`src/rtl/uart_tx_arbiter.sv`:
```
// rtl/uart_tx_arbiter.sv - packet-atomic arbiter sharing one UART tx byte port among NREQ requesters
// Build option: UART_TX_ARB_FIXED_PRIO_EN selects fixed lowest-index priority instead of round-robin.
module uart_tx_arbiter #(
  parameter int NREQ = 3,
  parameter int GAP  = 2
) (
  input  logic              clk,
  input  logic              rst,
  input  logic [NREQ-1:0]   req,
  input  logic [8*NREQ-1:0] req_data,
  input  logic [NREQ-1:0]   req_last,
  output logic [NREQ-1:0]   req_ack,
  input  logic              tx_rdy,
  output logic              tx_en,
  output logic [7:0]        tx_data,
  output logic [NREQ-1:0]   grant,
  output logic              busy
);

  localparam int IW = (NREQ > 1) ? $clog2(NREQ) : 1;

  typedef enum logic [1:0] {S_IDLE, S_SEND, S_GAP} state_t;

  state_t          state, state_nxt;
  logic [IW-1:0]   owner;
  logic [IW-1:0]   win;
  logic [3:0]      gap_cnt;
  logic            fire;
  logic [7:0]      lane;

`ifdef UART_TX_ARB_FIXED_PRIO_EN
  always_comb begin
    win = '0;
    for (int k = NREQ - 1; k >= 0; k--) begin
      if (req[k]) win = IW'(k);
    end
  end
`else
  logic [IW-1:0] rr_ptr;

  // Scanning the rotated order backwards leaves the first hit from rr_ptr in win.
  always_comb begin
    int idx;
    idx = 0;
    win = '0;
    for (int k = NREQ - 1; k >= 0; k--) begin
      idx = int'(rr_ptr) + k;
      if (idx >= NREQ) idx = idx - NREQ;
      if (req[idx]) win = IW'(idx);
    end
  end
`endif

  assign lane = req_data[8*owner +: 8];
  assign fire = (state == S_SEND) && tx_rdy && req[owner];

  always_ff @(posedge clk or posedge rst) begin
    if (rst) state <= S_IDLE;
    else     state <= state_nxt;
  end

  always_comb begin
    state_nxt = state;
    case (state)
      S_IDLE: if (|req) state_nxt = S_SEND;
      S_SEND: if ((fire && req_last[owner]) || !req[owner]) state_nxt = S_GAP;
      S_GAP:  if (gap_cnt == 4'd0) state_nxt = S_IDLE;
      default: state_nxt = S_IDLE;
    endcase
  end

  always_ff @(posedge clk or posedge rst) begin
    if (rst) begin
      grant   <= '0;
      owner   <= '0;
      gap_cnt <= '0;
`ifndef UART_TX_ARB_FIXED_PRIO_EN
      rr_ptr  <= '0;
`endif
    end else begin
      case (state)
        S_IDLE: begin
          if (|req) begin
            grant <= {{(NREQ-1){1'b0}}, 1'b1} << win;
            owner <= win;
`ifndef UART_TX_ARB_FIXED_PRIO_EN
            rr_ptr <= (int'(win) == NREQ - 1) ? '0 : win + 1'b1;
`endif
          end
        end
        S_SEND: begin
          if ((fire && req_last[owner]) || !req[owner]) begin
            grant   <= '0;
            gap_cnt <= 4'(GAP - 1);
          end
        end
        S_GAP: begin
          if (gap_cnt != 4'd0) gap_cnt <= gap_cnt - 4'd1;
        end
        default: grant <= '0;
      endcase
    end
  end

  // Everything facing the UART is gated by SEND so it is 0 whenever grant is 0.
  always_comb begin
    tx_en   = fire;
    req_ack = fire ? grant : '0;
    tx_data = (state == S_SEND) ? lane : 8'h00;
    busy    = (state != S_IDLE);
  end

endmodule

```
`config.mk`:
```
export PLATFORM = sky130hd
export DESIGN_NAME = uart_tx_arbiter
export DESIGN_NICKNAME = d
export VERILOG_FILES = /design/src/rtl/uart_tx_arbiter.sv
export SDC_FILE = /design/constraint.sdc
export NUM_CORES = 1
export LEC_CHECK = 0
export BUFFER_PORTS_ARGS = -buffer_cell sky130_fd_sc_hd__clkbuf_2
export CELL_PAD_IN_SITES_DETAIL_PLACEMENT = 1
export CELL_PAD_IN_SITES_GLOBAL_PLACEMENT = 1
export CORE_MARGIN = 5
export CORE_UTILIZATION = 36
export CTS_CLUSTER_DIAMETER = 50
export DETAILED_ROUTE_END_ITERATION = 16
export PLACE_DENSITY_LB_ADDON = 0.1
export SLEW_MARGIN = 0
export SYNTH_ARGS = -nofsm -noshare
export SYNTH_HDL_FRONTEND = slang
export SYNTH_SLANG_ARGS = --single-unit
```
`constraint.sdc`:
```
create_clock -name clk -period 2.8 [get_ports clk]
set_clock_uncertainty 0.1 [all_clocks]
set_input_delay 0 -clock clk [delete_from_list [all_inputs] [get_ports clk]]
set_output_delay 0 -clock clk [all_outputs]
set_load 0.005 [all_outputs]
```
==> impl_metrics.tcl, run 1 <==
set metrics [dict create \
    vias 1156 \
    num_antenna_cells 0 \
    ys_ff_latch 13 \
    via_per_inst 5.07 \
    hold_start "tx_rdy" \
    io_pins 49 \
    period_needed_ns 2.06 \
    grt_pass1_vias 1235 \
    netlist_instances 136 \
    grt_overflow 0 \
    dr_wl_met2_um 1520 \
    cts_buffers 3 \
    fp.dieArea_sq_um 4330 \
    grt_max_degree 15 \
    ys.flop_type "dfrtp_1" \
    root_buffer "clkbuf_4" \
    drc 0 \
    wl_per_cell_um 13.9 \
    critPathTopFamily "compound AO/OA/AOI/OAI gates" \
    outcome "finished, final reports clean" \
    r2r_setup_slack_ns 0.74 \
    start_util 0.371 \
    area.sequential_sq_um 325 \
    fillCellCount 393 \
    drv_cap 0 \
    dp_slack_ns 0.746 \
    critPathLaunchType "flip-flop" \
    fmax_mhz 485 \
    tightest_slew_ns 0.596 \
    dpl.hpwl_um 2640 \
    grt_pass1_wl_um 5390 \
    vdd_drop_max_v 0.000451 \
    port_buffers 48 \
    final_hold_viol_count 0 \
    min_period_over_period 0.737 \
    hold-path-endpoint "state[0]" \
    first_pass_iters 4 \
    r2r_start "rr_ptr[1]" \
    endpoint_kind "flip-flop" \
    synthesis.nets 174 \
    synth_edf_count 0 \
    synth_common_cells "nor2_1, dfrtp_1, inv_1, mux2i_1, a21oi_1" \
    placedInstanceArea_sq_um 1390 \
    die_h_um 65.8 \
    hp-class "input pin to flip-flop" \
    rr_endpoint "grant[0]" \
    clk_pin_slew_ns 0.08 \
    clk_latency_ns 0.28 \
    die_w_um 65.8 \
    maxUsedRoutingLayer "met4" \
    cp_cell_sequence "inv_1 -> ha_1 -> mux2_4 -> a2111oi_4 -> o21ai_1 -> o2bb2ai_1" \
    rows 20 \
    htree_levels 1 \
    cpPeakStageDelay_ns 0.40 \
    yosysTopAreaCellShare 0.290 \
    drtIter0Drc 26 \
    cp_num_buf_inv 1 \
    synth_area_per_cell_sq_um 8.25 \
    slew_headroom 0.603 \
    final_nets 223 \
    fin_setup_tns_ns 0 \
    crit_required_ns 2.85 \
    holdPathStages 4 \
    numClockSinks 13 \
    synthArstFlopShare 1.00 \
    setup.worst_path.class "flip-flop to flip-flop" \
    stdcell_area_sq_um 1430 \
    r2r_cells 6 \
    synth_cell_types 42 \
    ant_nets 0 \
    clock_path_buffers 2 \
    ctsResizeCount 0 \
    wl_met3_um 201 \
    slew_viol_final 0 \
    cts_setup_buffers 0 \
    antenna_found_initial 0 \
    rsz0062_at_grt "false" \
    multi_input_area_sq_um 732 \
    layout_setup_ws_ns 0.737 \
    synth-seq-area-share 0.290 \
    synth.area.top_cells "dfrtp_1, mux2i_1, nor2_1" \
    power_density_nw_per_um2 926 \
    drive_gt1_frac 0.310 \
    syn_to_final_growth_pct 27.1 \
    synth_area_sq_um 1120 \
    cp-startpoint "rr_ptr[1]" \
    p_leak_nw 0.729 \
    place.gp.congestion 0.801 \
    wl_um 3170 \
    drt-met1-wl_um 1420 \
    slowest_stage "dfrtp_1" \
    path_max_fanout 8 \
    holdBufCountCts 1 \
    cts_tree "built" \
    arrival_ns 2.12 \
    synth_warnings 0 \
    grtUsageTotal 0.154 \
    fp.coreArea_sq_um 3030 \
    yosysMostFrequentCell "nor2_1" \
    yosys.area.top_type "dfrtp_1" \
    setup_viol 0 \
]
[metrics by stage]
step                      instances  total power, mW  hold slack, ns   util
after floorplan                 136            0.983          -0.223      -
after global placement          223             1.18         -0.0719  0.459
after global routing            228             1.46          0.0917  0.471
after detailed placement        223             1.22         -0.0712  0.459
final                           228             1.32          0.0453  0.471
after CTS                       228             1.34          0.0392  0.471
[how the worst max path moves through the flow]
stage | cells past startpoint | end | slack, ns
3_5_place_dp | 6 | grant[0] | 0.75
3_3_place_gp | 6 | grant[0] | 0.84
6_report | 6 | grant[0] | 0.74
2_1_floorplan | 6 | rr_ptr[0] | 1.01
4_1_cts | 6 | grant[0] | 0.72
5_1_grt | 5 | req_ack[2] | 0.60
[per-layer routing]
layer	GRT usage	up-vias
li1	-	574
met1	0.191	548
met2	0.272	30
met3	0.0204	4
met4	0.0466	0
met5	0	-
[worst reg2reg max path: stages (launching register included)]
cell and delay [ns]:
dfrtp_1 0.40, inv_1 0.08, ha_1 0.34, mux2_4 0.36, a2111oi_4 0.37, o21ai_1 0.14, o2bb2ai_1 0.15
[registers in the layout, indices dropped and copies added, names as in the netlist]
| signal | cells |
|---|---|
| rr_ptr | 2 |
| grant | 3 |
| state | 2 |
| owner | 2 |
| gap_cnt | 4 |
[cells in the final DEF, fill, tap and decap left out, types with 2 or more instances in the layout]
master     count
o21ai_1        2
nand3b_1       3
nor2_1        21
mux2i_1       10
nor3_1         3
clkbuf_4       3
a21oi_1        9
ha_1           5
inv_1         10
nor2b_1        4
a31oi_1        2
o2bb2ai_1      3
and2_1         4
nand3_1        4
dfrtp_1       13
nand2_1        8
o31a_1         2
clkbuf_2      48
xor2_1         2
nand2b_1       3
o21ai_0        3
o22ai_1        2
[power by group]
| group | switching, mW | internal (mW) |
|---|---|---|
| sequential | 0.110 | 0.267 |
| combinational | 0.450 | 0.377 |
| clock | 0.0618 | 0.0553 |
[area by class of cell]
| class | instances | share of cell area |
|---|---|---|
| Timing Repair Buffer | 49 | 0.175 |
| Clock buffer | 4 | 0.0184 |
| Sequential cell | 13 | 0.228 |
| Multi-Input combinational cell | 108 | 0.513 |
| Tap cell | 44 | 0.0386 |
| Inverter | 10 | 0.0263 |
[logic make-up after synthesis]
logic type / share of synthesized area
XOR/XNOR: 0.0156
AO/OA/AOI/OAI: 0.202
multiplexers: 0.113
buffers and inverters: 0.0580
AND/OR/NAND/NOR: 0.266
flip-flops: 0.290
adder cells (fa/ha/maj): 0.0557
Note: power is estimated with default switching activity, not from simulation.
==> inputs of run 2 (changes only) <==
--- a/config.mk
+++ b/config.mk
@@ -9,7 +9,7 @@
 export CELL_PAD_IN_SITES_DETAIL_PLACEMENT = 1
 export CELL_PAD_IN_SITES_GLOBAL_PLACEMENT = 1
 export CORE_MARGIN = 5
-export CORE_UTILIZATION = 36
+export CORE_UTILIZATION = 30
 export CTS_CLUSTER_DIAMETER = 50
 export DETAILED_ROUTE_END_ITERATION = 16
 export PLACE_DENSITY_LB_ADDON = 0.1
==> constraint.sdc (replaced) <==
create_clock -name clk -period 1.8 [get_ports clk]
set_clock_uncertainty 0.1 [all_clocks]
set_input_delay 0 -clock clk [delete_from_list [all_inputs] [get_ports clk]]
set_output_delay 0 -clock clk [all_outputs]
set_load 0.005 [all_outputs]
==> run 2 against run 1 <==
Effect of this change: the flow now finishes with violations (setup timing); hold slack improved by 0.039 ns; utilization decreased by 3.4 points; first-iteration DRC count is the same; power rose by 91%; wire length increased by 14%; critical path type unchanged.
==> impl_metrics.tcl, run 2 (same netlist as run 1, synthesis figures left out) <==
set metrics [dict create \
    hp-class "input pin to flip-flop" \
    grt_overflow 0 \
    largest_register_ffs 4 \
    grt_max_degree 14 \
    cp_num_buf_inv 1 \
    final_hold_viol_count 0 \
    crit_required_ns 1.86 \
    endpoint_kind "flip-flop" \
    num_antenna_cells 0 \
    fin_util 0.437 \
    drv_cap 0 \
    slew_headroom 0.660 \
    critPathLaunchType "flip-flop" \
    p_leak_nw 0.796 \
    layout_setup_ws_ns -0.00550 \
    cp_cell_sequence "buf_6 -> ha_4 -> nor2b_1 -> o2111a_2 -> or3_4 -> o22ai_2" \
    placedInstanceArea_sq_um 1430 \
    rows 22 \
    fp.coreArea_sq_um 3630 \
    power_density_nw_per_um2 1590 \
    mostFrequentLayoutCells "clkbuf_2, nor2_1, dfrtp_1, mux2i_1" \
    first_pass_iters 4 \
    die_w_um 71.2 \
    layout_commonest_cell "clkbuf_2" \
    cts_buffers 3 \
    grt_pass1_vias 1215 \
    stdcell_area_sq_um 1590 \
    cts_tree "built" \
    fp.dieArea_sq_um 5060 \
    drtIter0Drc 26 \
    regMostFlops "gap_cnt" \
    slowest_stage "dfrtp_1" \
    wl_per_cell_um 14.9 \
    failed_checks "setup timing" \
    clk_pin_slew_ns 0.06 \
    arrival_ns 1.87 \
    setup_viol 1 \
    clk_latency_ns 0.24 \
    top_regs "gap_cnt x4, grant x3" \
    slew_viol_final 0 \
    cpPeakStageDelay_ns 0.41 \
    min_period_over_period 1.00 \
    root_buffer "clkbuf_8" \
    critPathTopFamily "simple AND/OR/NAND/NOR gates" \
    fin_setup_tns_ns -0.00550 \
    wl_um 3610 \
    clock_path_buffers 2 \
    syn_to_final_growth_pct 41.6 \
    port_buffers 48 \
    start_util 0.309 \
    numClockSinks 13 \
    die_h_um 71.2 \
    tightest_slew_ns 0.509 \
    period_needed_ns 1.81 \
    outcome "complete, but fails checks" \
    io_pins 49 \
    vias 1206 \
    path_max_fanout 3 \
    vdd_drop_max_v 0.000758 \
    dpl.hpwl_um 2970 \
    drive_gt1_frac 0.407 \
    rsz0062_at_grt "true" \
    drc 0 \
    grtUsageTotal 0.138 \
    ant_nets 0 \
    via_per_inst 4.98 \
    setup.worst_path.class "flip-flop to flip-flop" \
    place.gp.congestion 0.728 \
    fmax_mhz 554 \
    final_nets 233 \
    antenna_found_initial 0 \
    htree_levels 1 \
    grt_pass1_wl_um 5760 \
    hold_slack_ns 0.0847 \
]
## run 2: report_power, final
part / total (mW) / switching, mW / internal (mW)
sequential: 0.553 / 0.133 / 0.420
clock: 0.254 / 0.102 / 0.152
combinational: 1.71 / 0.868 / 0.844
## run 2: area by class of cell
class | instances | area (sq um)
clock buffers | 3 | 41.3
clock inverters | 1 | 5.00
fillers | 458 | 2040
inverters | 10 | 37.5
multi-input cells | 108 | 782
flip-flops and latches | 13 | 327
well taps | 48 | 60.1
repair buffers | 59 | 337
## run 2: per-stage QoR
| step | setup slack (ns) | power [mW] | cells |
|---|---|---|---|
| global route | -0.0691 | 2.74 | 242 |
| finish | -0.00550 | 2.52 | 242 |
| detailed placement | -0.0164 | 2.00 | 232 |
| floorplan | 0.0112 | 1.53 | 136 |
| global placement | 0.0373 | 1.92 | 232 |
| CTS | -0.000702 | 2.31 | 238 |
## run 2: final timing paths
path | start | end | slack [ns] | depth (start not counted)
worst max register to register | rr_ptr[1] | rr_ptr[0] | -0.005 | 6
worst min register to register | gap_cnt[3] | gap_cnt[3] | 0.45 | 2
min in group asynchronous | rst | grant[2] | 0.22 | 3
worst max-delay path | rr_ptr[1] | rr_ptr[0] | -0.005 | 6
worst min-delay path | tx_rdy | state[0] | 0.08 | 4
max in group asynchronous | rst | owner[1] | 1.01 | 3
## run 2: what timing repair did
item	4_1_cts	5_1_grt
endpoints found under the hold margin	13	0
endpoints found under the setup margin	14	18
pin swaps	4	5
buffers inserted	1	4
hold buffers	1	0
resized for setup	5	10
## run 2: metal layers
layer  GRT usage  part of all wire  wire [um]
met5           0                 0          0
met4      0.0188             0.012         44
met3      0.0256             0.039        139
met2       0.265              0.54       1940
met1       0.159              0.41       1480
## run 2: tightest hold or removal path: stages
cell and delay, ns:
clkbuf_2 0.10, nand3b_1 0.13, nand3_1 0.09, nand2_1 0.06
==> inputs of run 3 (changes only) <==
--- a/config.mk
+++ b/config.mk
@@ -8,11 +8,11 @@
 export BUFFER_PORTS_ARGS = -buffer_cell sky130_fd_sc_hd__clkbuf_2
 export CELL_PAD_IN_SITES_DETAIL_PLACEMENT = 1
 export CELL_PAD_IN_SITES_GLOBAL_PLACEMENT = 1
-export CORE_MARGIN = 5
 export CORE_UTILIZATION = 30
 export CTS_CLUSTER_DIAMETER = 50
 export DETAILED_ROUTE_END_ITERATION = 16
 export PLACE_DENSITY_LB_ADDON = 0.1
+export SETUP_SLACK_MARGIN = 0.5
 export SLEW_MARGIN = 0
 export SYNTH_ARGS = -nofsm -noshare
 export SYNTH_HDL_FRONTEND = slang
==> run 3 against run 2 <==
Effect of this change: the flow now finishes without violations; wire length rose by 5.2%; critical path depth unchanged; critical endpoint is now grant[0]; highest routed layer unchanged; largest power group unchanged; die area decreased by 21%; critical path type unchanged.
==> impl_metrics.tcl, run 3 (same netlist as run 1, synthesis figures left out) <==
set metrics [dict create \
    outcome "finished, final reports clean" \
    drtIter0Drc 39 \
    cts_tree "built" \
    ant_nets 0 \
    setup.worst_path.class "flip-flop to flip-flop" \
    power_density_nw_per_um2 1640 \
    fp.coreArea_sq_um 3470 \
    grtUsageTotal 0.194 \
    start_util 0.324 \
    min_period_over_period 0.966 \
    grt_max_degree 14 \
    drive_gt1_frac 0.565 \
    io_pins 49 \
    area.sequential_sq_um 328 \
    slew_viol_final 0 \
    cts_buffers 3 \
    grt_overflow 0 \
    tightest_slew_ns 0.492 \
    wl_per_cell_um 14.5 \
    regMostFlops "gap_cnt" \
    multi_input_area_sq_um 896 \
    finalNonFillerCells 262 \
    arrival_ns 1.75 \
    grt_pass1_vias 1405 \
    cpPeakStageDelay_ns 0.39 \
    final_hold_viol_count 0 \
    die_w_um 63.2 \
    path_max_fanout 3 \
    numClockSinks 13 \
    antenna_found_initial 0 \
    grt_pass1_wl_um 6270 \
    hold-path-endpoint "state[0]" \
    fp.dieArea_sq_um 3990 \
    hp-class "input pin to flip-flop" \
    dpl.hpwl_um 2680 \
    vdd_drop_max_v 0.000796 \
    vias 1275 \
    wl_um 3800 \
    cp_num_buf_inv 1 \
    via_per_inst 4.87 \
    drc 0 \
    clk_pin_slew_ns 0.06 \
    clk_latency_ns 0.24 \
    layout_commonest_cell "clkbuf_2" \
    first_pass_iters 4 \
    critPathLaunchType "flip-flop" \
    rsz0062_at_grt "true" \
    clock_path_buffers 2 \
    largest_register_ffs 4 \
    fmax_mhz 575 \
    fillCellCount 415 \
    dp_slack_ns 0.00345 \
    rows 21 \
    r2r_cells 6 \
    setup_viol 0 \
    root_buffer "clkbuf_8" \
    critPathTopFamily "compound AO/OA/AOI/OAI gates" \
    dp_cells 232 \
    cp_cell_sequence "buf_4 -> ha_4 -> mux2_4 -> a2111oi_4 -> o21ai_2 -> o2bb2ai_1" \
    holdPathStages 4 \
    endpoint_kind "flip-flop" \
    mostFrequentLayoutCells "clkbuf_2, buf_4, nor2_1, dfrtp_1" \
    hold_start "tx_rdy" \
    slew_headroom 0.672 \
    htree_levels 1 \
    layout_setup_ws_ns 0.0607 \
    die_h_um 63.2 \
    place.gp.congestion 0.716 \
    port_buffers 48 \
    num_antenna_cells 0 \
    period_needed_ns 1.74 \
    drv_cap 0 \
    r2r_start "rr_ptr[0]" \
    p_total_mw 3.08 \
    crit_required_ns 1.81 \
    p_leak_nw 0.925 \
    r2r_setup_slack_ns 0.06 \
    rr_endpoint "grant[0]" \
    top_regs "gap_cnt x4, grant x3" \
    slowest_stage "dfrtp_1" \
    final_nets 255 \
    syn_to_final_growth_pct 67.9 \
]
-- run 3: cell count changes in the layout (fill, tap and decap cells not counted), sizes merged --
cell	before	now
buf	10	36
clkinv	1	0
clkbuf	51	48
-- run 3: worst max path at each step --
stage | slack [ns] | cells past startpoint | endpoint | start
floorplan | 0.12 | 7 | grant[0] | rr_ptr[1]
global placement | 0.02 | 6 | grant[0] | rr_ptr[1]
finish | 0.06 | 6 | grant[0] | rr_ptr[0]
CTS | 0.08 | 6 | grant[0] | rr_ptr[0]
detailed placement | 0.003 | 7 | rr_ptr[1] | rr_ptr[1]
global route | -0.01 | 7 | rr_ptr[1] | rr_ptr[1]
-- run 3: timing repair --
action,in CTS,in global routing
pin swaps,14,16
setup buffers,17,8
resized for setup,21,23
setup endpoints to repair,25,25
hold endpoints to repair,13,0
hold buffers,1,0
-- run 3: final cells by class --
class                   instances  area share
inverters                      10      0.0199
flip-flops and latches         13       0.174
multi-input cells             108       0.475
well taps                      46      0.0305
clock buffers                   4      0.0239
repair buffers                 81       0.276
-- run 3: worst reg2reg max path, delay by kind of cell (launching register included) --
kind / cells / cell delay [ns]
compound gates: 3 / 0.48
fa+ha+maj: 1 / 0.17
buf+inv: 1 / 0.15
flops: 1 / 0.39
mux: 1 / 0.32
-- run 3: per-layer routing --
layer / track usage / vias up / part of all wire
li1: - / 635 / -
met4: 0.0610 / 0 / 0.0053
met2: 0.349 / 35 / 0.51
met5: 0 / - / 0
met1: 0.236 / 603 / 0.43
met3: 0.0236 / 2 / 0.056
-- run 3: per-stage QoR --
| stage | hold WS [ns] | setup TNS [ns] | cell area [sq um] | util |
|---|---|---|---|---|
| 3_5_place_dp | -0.0530 | 0 | 1480 | 0.426 |
| 6_report | 0.148 | 0 | 1880 | 0.543 |
| 5_1_grt | 0.185 | -0.0139 | 1880 | 0.543 |
| 2_1_floorplan | -0.223 | 0 | 1150 | - |
| 4_1_cts | 0.143 | 0 | 1740 | 0.502 |
| 3_3_place_gp | -0.0685 | 0 | 1480 | 0.426 |
-- run 3: report_power, final --
group / switching [mW] / leakage (nW) / total [mW] / internal [mW]
Combinational: 1.04 / 0.740 / 2.26 / 1.22
Clock: 0.102 / 0.0228 / 0.258 / 0.156
Sequential: 0.142 / 0.162 / 0.563 / 0.422
